`src/rtl/bit_stuff_sequencer.sv`:
```
// Receive-side bit-stuffing sequencer for the CAN XL core.
// Tracks sampled bits from SOF, keeps the dynamic and fixed run-length
// counters, the fixed-stuff position counter and the received-bit count,
// flags stuff bits so the destuffer can drop them, and aborts the frame on
// a stuff error.
//
// Handshake: i_sample_en is a one-cycle strobe. i_serial_in, i_frame_start
// and i_fixed_stuff_en are only looked at when it is high. i_frame_end and
// i_stf_err act in any cycle while a frame is active. Every output is
// registered and updates at the edge that ends the strobe cycle. During a
// strobe cycle the counters therefore still describe the bits before the
// current sample.
module bit_stuff_sequencer #(
    parameter logic [4:0] FIX_STF_POS = 5'd15,
    parameter logic [2:0] RUN_LEN     = 3'd5
) (
    input  logic        i_clk,
    input  logic        i_g_rst,
    input  logic        i_sample_en,
    input  logic        i_serial_in,
    input  logic        i_frame_start,
    input  logic        i_fixed_stuff_en,
    input  logic        i_frame_end,
    input  logic        i_stf_err,
    output logic [2:0]  o_one_count,
    output logic [2:0]  o_zero_count,
    output logic [2:0]  o_one_count1,
    output logic [2:0]  o_zero_count1,
    output logic [4:0]  o_bit_count,
    output logic [14:0] o_rcvd_bt_cnt,
    output logic        o_stuff_bit,
    output logic        o_data_out,
    output logic        o_data_valid,
    output logic        o_stf_abort,
    output logic [1:0]  o_seq_state
);

    typedef enum logic [1:0] {
        ST_IDLE = 2'd0,
        ST_DYN  = 2'd1,
        ST_FIX  = 2'd2
    } seq_state_t;

    seq_state_t  r_state;
    seq_state_t  w_state_nxt;

    logic [2:0]  r_one_count,  w_one_count;
    logic [2:0]  r_zero_count, w_zero_count;
    logic [2:0]  r_one_count1, w_one_count1;
    logic [2:0]  r_zero_count1, w_zero_count1;
    logic [4:0]  r_bit_count,  w_bit_count;
    logic [14:0] r_rcvd_bt_cnt, w_rcvd_bt_cnt;
    logic        r_stuff_bit,  w_stuff_bit;
    logic        r_data_out,   w_data_out;
    logic        r_data_valid, w_data_valid;
    logic        r_stf_abort,  w_stf_abort;

    logic        w_dyn_stuff;
    logic [14:0] w_rcvd_inc;

    // Run-length update shared by the dynamic and fixed counter pairs.
    // A bit that differs from the previous one (or a restart) sets its own
    // counter to 1; a repeated bit increments it, saturating at 7. The
    // opposite counter always goes to 0. Returns {ones, zeros}.
    function automatic logic [5:0] run_upd(input logic       bit_in,
                                           input logic [2:0] ones,
                                           input logic [2:0] zeros,
                                           input logic       restart);
        logic [2:0] n_one;
        logic [2:0] n_zero;
        n_one  = 3'd0;
        n_zero = 3'd0;
        if (bit_in) begin
            if (restart || ones == 3'd0) n_one = 3'd1;
            else if (ones == 3'd7)       n_one = 3'd7;
            else                         n_one = ones + 3'd1;
        end else begin
            if (restart || zeros == 3'd0) n_zero = 3'd1;
            else if (zeros == 3'd7)       n_zero = 3'd7;
            else                          n_zero = zeros + 3'd1;
        end
        return {n_one, n_zero};
    endfunction

    assign w_dyn_stuff = (r_one_count == RUN_LEN) || (r_zero_count == RUN_LEN);
    assign w_rcvd_inc  = (r_rcvd_bt_cnt == 15'h7FFF) ? 15'h7FFF : r_rcvd_bt_cnt + 15'd1;

    // State register.
    always_ff @(posedge i_clk) begin
        if (!i_g_rst) r_state <= ST_IDLE;
        else          r_state <= w_state_nxt;
    end

    // Next-state logic: stuff error and frame end win over the DYN->FIX switch.
    always_comb begin
        w_state_nxt = r_state;
        case (r_state)
            ST_IDLE: if (i_sample_en && i_frame_start) w_state_nxt = ST_DYN;
            ST_DYN: begin
                if (i_stf_err || i_frame_end)              w_state_nxt = ST_IDLE;
                else if (i_sample_en && i_fixed_stuff_en) w_state_nxt = ST_FIX;
            end
            ST_FIX:  if (i_stf_err || i_frame_end) w_state_nxt = ST_IDLE;
            default: w_state_nxt = ST_IDLE;
        endcase
    end

    // Output logic: next values of counters, data and pulses for this cycle.
    always_comb begin
        w_one_count   = r_one_count;
        w_zero_count  = r_zero_count;
        w_one_count1  = r_one_count1;
        w_zero_count1 = r_zero_count1;
        w_bit_count   = r_bit_count;
        w_rcvd_bt_cnt = r_rcvd_bt_cnt;
        w_data_out    = r_data_out;
        w_stuff_bit   = 1'b0;
        w_data_valid  = 1'b0;
        w_stf_abort   = 1'b0;
        case (r_state)
            ST_IDLE: begin
                // SOF is the first dynamic-region bit; counters start from 0.
                if (i_sample_en && i_frame_start) begin
                    {w_one_count, w_zero_count} = run_upd(i_serial_in, 3'd0, 3'd0, 1'b1);
                    w_rcvd_bt_cnt = 15'd1;
                    w_data_valid  = 1'b1;
                    w_data_out    = i_serial_in;
                end
            end
            ST_DYN, ST_FIX: begin
                if (i_stf_err || i_frame_end) begin
                    w_stf_abort   = i_stf_err;
                    w_one_count   = 3'd0;
                    w_zero_count  = 3'd0;
                    w_one_count1  = 3'd0;
                    w_zero_count1 = 3'd0;
                    w_bit_count   = 5'd0;
                    w_rcvd_bt_cnt = 15'd0;
                end else if (i_sample_en) begin
                    w_rcvd_bt_cnt = w_rcvd_inc;
                    if (r_state == ST_DYN && i_fixed_stuff_en) begin
                        // Switching sample: dynamic counters retire, fixed
                        // position count starts from 0.
                        w_one_count  = 3'd0;
                        w_zero_count = 3'd0;
                        w_bit_count  = 5'd0;
                        w_data_valid = 1'b1;
                        w_data_out   = i_serial_in;
                    end else if (r_state == ST_DYN) begin
                        {w_one_count, w_zero_count} =
                            run_upd(i_serial_in, r_one_count, r_zero_count, w_dyn_stuff);
                        if (w_dyn_stuff) begin
                            w_stuff_bit = 1'b1;
                        end else begin
                            w_data_valid = 1'b1;
                            w_data_out   = i_serial_in;
                        end
                    end else begin
                        // Fixed region: stuff bits still count toward the runs.
                        {w_one_count1, w_zero_count1} =
                            run_upd(i_serial_in, r_one_count1, r_zero_count1, 1'b0);
                        if (r_bit_count == FIX_STF_POS) begin
                            w_stuff_bit = 1'b1;
                            w_bit_count = 5'd0;
                        end else begin
                            w_bit_count  = r_bit_count + 5'd1;
                            w_data_valid = 1'b1;
                            w_data_out   = i_serial_in;
                        end
                    end
                end
            end
            default: ;
        endcase
    end

    // Output registers.
    always_ff @(posedge i_clk) begin
        if (!i_g_rst) begin
            r_one_count   <= 3'd0;
            r_zero_count  <= 3'd0;
            r_one_count1  <= 3'd0;
            r_zero_count1 <= 3'd0;
            r_bit_count   <= 5'd0;
            r_rcvd_bt_cnt <= 15'd0;
            r_stuff_bit   <= 1'b0;
            r_data_out    <= 1'b0;
            r_data_valid  <= 1'b0;
            r_stf_abort   <= 1'b0;
        end else begin
            r_one_count   <= w_one_count;
            r_zero_count  <= w_zero_count;
            r_one_count1  <= w_one_count1;
            r_zero_count1 <= w_zero_count1;
            r_bit_count   <= w_bit_count;
            r_rcvd_bt_cnt <= w_rcvd_bt_cnt;
            r_stuff_bit   <= w_stuff_bit;
            r_data_out    <= w_data_out;
            r_data_valid  <= w_data_valid;
            r_stf_abort   <= w_stf_abort;
        end
    end

    assign o_one_count   = r_one_count;
    assign o_zero_count  = r_zero_count;
    assign o_one_count1  = r_one_count1;
    assign o_zero_count1 = r_zero_count1;
    assign o_bit_count   = r_bit_count;
    assign o_rcvd_bt_cnt = r_rcvd_bt_cnt;
    assign o_stuff_bit   = r_stuff_bit;
    assign o_data_out    = r_data_out;
    assign o_data_valid  = r_data_valid;
    assign o_stf_abort   = r_stf_abort;
    assign o_seq_state   = r_state;

endmodule

```
`config.mk`:
```
export PLATFORM = sky130hd
export DESIGN_NAME = bit_stuff_sequencer
export DESIGN_NICKNAME = d
export VERILOG_FILES = /design/src/rtl/bit_stuff_sequencer.sv
export SDC_FILE = /design/constraint.sdc
export NUM_CORES = 1
export LEC_CHECK = 0
export CORE_MARGIN = 2
export CORE_UTILIZATION = 51
export DETAILED_ROUTE_END_ITERATION = 7
export GPL_TIMING_DRIVEN = 0
export PLACE_DENSITY = 0.9
export SLEW_MARGIN = 20
export SYNTH_ARGS = -nofsm -noshare
export SYNTH_HDL_FRONTEND = slang
export SYNTH_SLANG_ARGS = --single-unit
export TNS_END_PERCENT = 1
```
`constraint.sdc`:
```
create_clock -name i_clk -period 2.5 [get_ports i_clk]
set_clock_uncertainty 0.2 [all_clocks]
set_input_delay 0.75 -clock i_clk [delete_from_list [all_inputs] [get_ports i_clk]]
set_output_delay 0.75 -clock i_clk [all_outputs]
set_load 0.03 [all_outputs]
```
==> impl_results.md <==
- Outcome: finished, final reports clean
- Max Clk Rate: 410 MHz
- Worst path slowest cell: clkdlybuf4s50_1
- Pwr per Cell Area: 459 nW/um^2
- Hold slack: 0.305 ns
- Sequential share of the synthesized area: 33.5%
- Pre-CTS WS: -0.370 ns
- Initial antenna violation count: 0
- Yosys cell types: 57
- I/O pin cnt: 46
- Row Count: 24
- Avg Cell Area, Syn: 7.97 sq um
- Final max-slew violation count: 0
- FF-to-FF End: o_rcvd_bt_cnt[12]
- Delay-heaviest family, CP: buffers and inverters
- Endpoints failing hold: 0
- Post-Place Cell Area: 2790 sq um
- RSZ-0062 raised after global routing: no
- Die Ht: 70.7 um
- Cells after DPL: 382
- Total core area: 4320 sq um
- Fin cells: 394
- Clock-pin slew on the worst setup and hold paths: 0.09 ns
- TritonCTS Sinks: 38
- Synth Cell Area: 2270 sq um
- Post-Route WL: 6.13 mm
- Routed Antenna Nets: 0
- Starting density of the core: 52.5%
- Vias in the first global route: 2206
- Die footprint: 5000 sq um
- Top_reg_cell synth: dfxtp_1
- Filler Cell Count: 334
- First DRT Iteration DRCs: 334
- Setup violators final: 0
- Syn nets: 309
- Crit path kind: flip-flop to primary output
- Drt pass-1 iters: 5
- Period Utilization, post-route: 97.5%
- EDFF count, synth: 0
- Leak Pwr: 1.12 nW
- Setup crit end kind: primary output
- First-pass GRT wire length: 9.58 mm
- Post-route setup TNS: 0 ns
- Area grow syn2layout: 31.1%
- Register-to-Register Path Depth: 8
- Ant. Diodes: 0
- Setup slack, reg-to-reg: 0.23 ns
- Hold path startpoint: o_rcvd_bt_cnt[14]
- Final WS setup: 0.0620 ns
- GR Overflow Total: 0
- WL/cell: 15.6 um
- Total power: 1.37 mW
- Number of H-tree levels: 2
- Design area: 2980 sq um
- Layout Utilization: 68.8%
- Cells after synthesis: 285
- Num CTS Buffers: 5
- Min Tclk post-route: 2.44 ns
- Final net count: 365
- CTS tree: done
- Final GP Congestion: 0.878
- Proportion of layout cells with a drive suffix above 1: 9.94%
- Crit-path max cell delay: 0.73 ns
- Post-synth top area cell: dfxtp_1
- CP bufs+invs: 1
- Ranking of synthesized cells by area: dfxtp_1, ha_1, a21oi_1
- FFs w/ async S/R, synth: 0%
- Root buffer cell: clkbuf_8
- Via count: 2403
- Post-synth top area share: 33.5%
- Slew @ Worst Pin: 0.561 ns
- Die width: 70.7 um
- Via/cell ratio: 6.10
- CP startpoint kind: flip-flop
- Min-Delay Endpoint: o_rcvd_bt_cnt[14]
- Cells along the critical path: clkdlybuf4s50_1
- DP HPWL: 4.20 mm
- FF+latch count, synth: 38
- Rel. slew slack: 62.6%
- GRT Total Usage: 23.5%
- Hold WC Path Type: flip-flop to flip-flop
- Clock buffer depth: 2
- CP required: 1.55 ns
- VDD IR max: 0.000282 V
- CP Max Fanout: 8
- Max-cap violations: 0
- Hold Path Depth: 2
- Reg2reg start: o_seq_state[1]
- Drt drc: 0
- Port Buf Inserts: 45
- Arrival @ worst endpoint: 1.49 ns
- Synth warnings: 0
- Largest net degree at the start of global routing: 13
- Worst-skew pair later-pin latency: 0.30 ns
-- report_power, final --
part	switching [mW]	internal, mW	total (mW)	leakage (nW)
sequential	0.0131	0.616	0.629	0.307
combinational	0.133	0.0805	0.214	0.752
clock	0.230	0.294	0.524	0.0579
-- per-layer routing --
| layer | wire length [um] | global-route usage, % | part of all wire, % |
|---|---|---|---|
| met5 | 0 | 0 | 0 |
| met4 | 117 | 8.81 | 1.9 |
| met3 | 506 | 4.27 | 8.3 |
| met2 | 2880 | 39.6 | 47 |
| met1 | 2620 | 30.0 | 43 |
-- cell families after synthesis --
| group | Yosys count | synth area share (%) |
|---|---|---|
| AND/OR/NAND/NOR | 114 | 27.7 |
| multiplexers | 1 | 0.441 |
| buffers and inverters | 29 | 5.84 |
| AO/OA/AOI/OAI | 87 | 23.7 |
| flip-flops | 38 | 33.5 |
| adder cells (fa/ha/maj) | 16 | 8.82 |
-- cell usage in the layout, fill, tap and decap left out, types with 2 or more instances in the layout --
master           instances
nor2b_1                  6
nand2b_1                 4
dlymetal6s2s_1           2
inv_1                   18
a31oi_1                  2
ha_1                    16
and2_1                   2
or3_1                    3
dfxtp_1                 38
clkbuf_1                 3
buf_6                    2
nand3_1                 18
nor2_1                  15
o21ai_0                  9
clkinv_2                 2
a22oi_1                  2
clkdlybuf4s50_1         42
a211oi_1                 3
a21boi_0                 3
o21ai_1                 17
nand2_1                 27
buf_4                    5
nand2_2                  2
and3_1                   7
nor3b_1                  4
a21oi_1                 30
clkbuf_4                 3
o211ai_1                 2
o31ai_1                  2
nor3_1                   6
nand4_1                  7
clkbuf_8                 5
-- how the worst max path moves through the flow --
stage	from	endpoint	slack [ns]	cells past startpoint
2_1_floorplan	o_seq_state[0]	o_rcvd_bt_cnt[12]	0.26	8
3_3_place_gp	i_sample_en	o_rcvd_bt_cnt[13]	-0.34	7
3_5_place_dp	i_sample_en	o_rcvd_bt_cnt[13]	-0.37	7
4_1_cts	i_frame_end	o_rcvd_bt_cnt[3]	0.001	6
5_1_grt	o_rcvd_bt_cnt[0]	o_rcvd_bt_cnt[0]	0.003	1
6_report	o_rcvd_bt_cnt[0]	o_rcvd_bt_cnt[0]	0.06	1
-- synth_stat cells, types with 3 or more instances --
cell type,n
dfxtp_1,38
a21oi_1,30
nand2_1,27
nand3_1,19
inv_1,18
o21ai_1,17
ha_1,16
nor2_1,16
o21ai_0,9
and3_1,7
nand4_1,7
nor2b_1,6
nor3_1,6
buf_2,4
nand2b_1,4
nor3b_1,4
a211oi_1,3
a21boi_0,3
clkbuf_1,3
or3_1,3
-- registers in the layout (all words and copies together) (netlist names) --
signal / flops
o_bit_count: 5
o_data_out: 1
o_data_valid: 1
o_one_count: 3
o_one_count1: 3
o_rcvd_bt_cnt: 15
o_seq_state: 2
o_stf_abort: 1
o_stuff_bit: 1
o_zero_count: 3
o_zero_count1: 3
-- area by class of cell --
type / count / area (sq um) / area share [%]
timing repair buffer: 49 / 484 / 16.3
sequential: 38 / 761 / 25.6
inverter: 19 / 71.3 / 2.40
buffer: 10 / 68.8 / 2.31
tap: 52 / 65.1 / 2.19
clock buffer: 5 / 68.8 / 2.31
clock inverter: 3 / 40.0 / 1.35
multi-input combinational: 218 / 1420 / 47.6
-- repair_timing --
item	CTS	global route
pin swaps	0	3
gates resized for setup	3	10
endpoints found under the setup margin	11	16
hold buffers	0	0
cloned	0	0
setup buffers	0	4
Note: power is estimated with default switching activity, not from simulation.
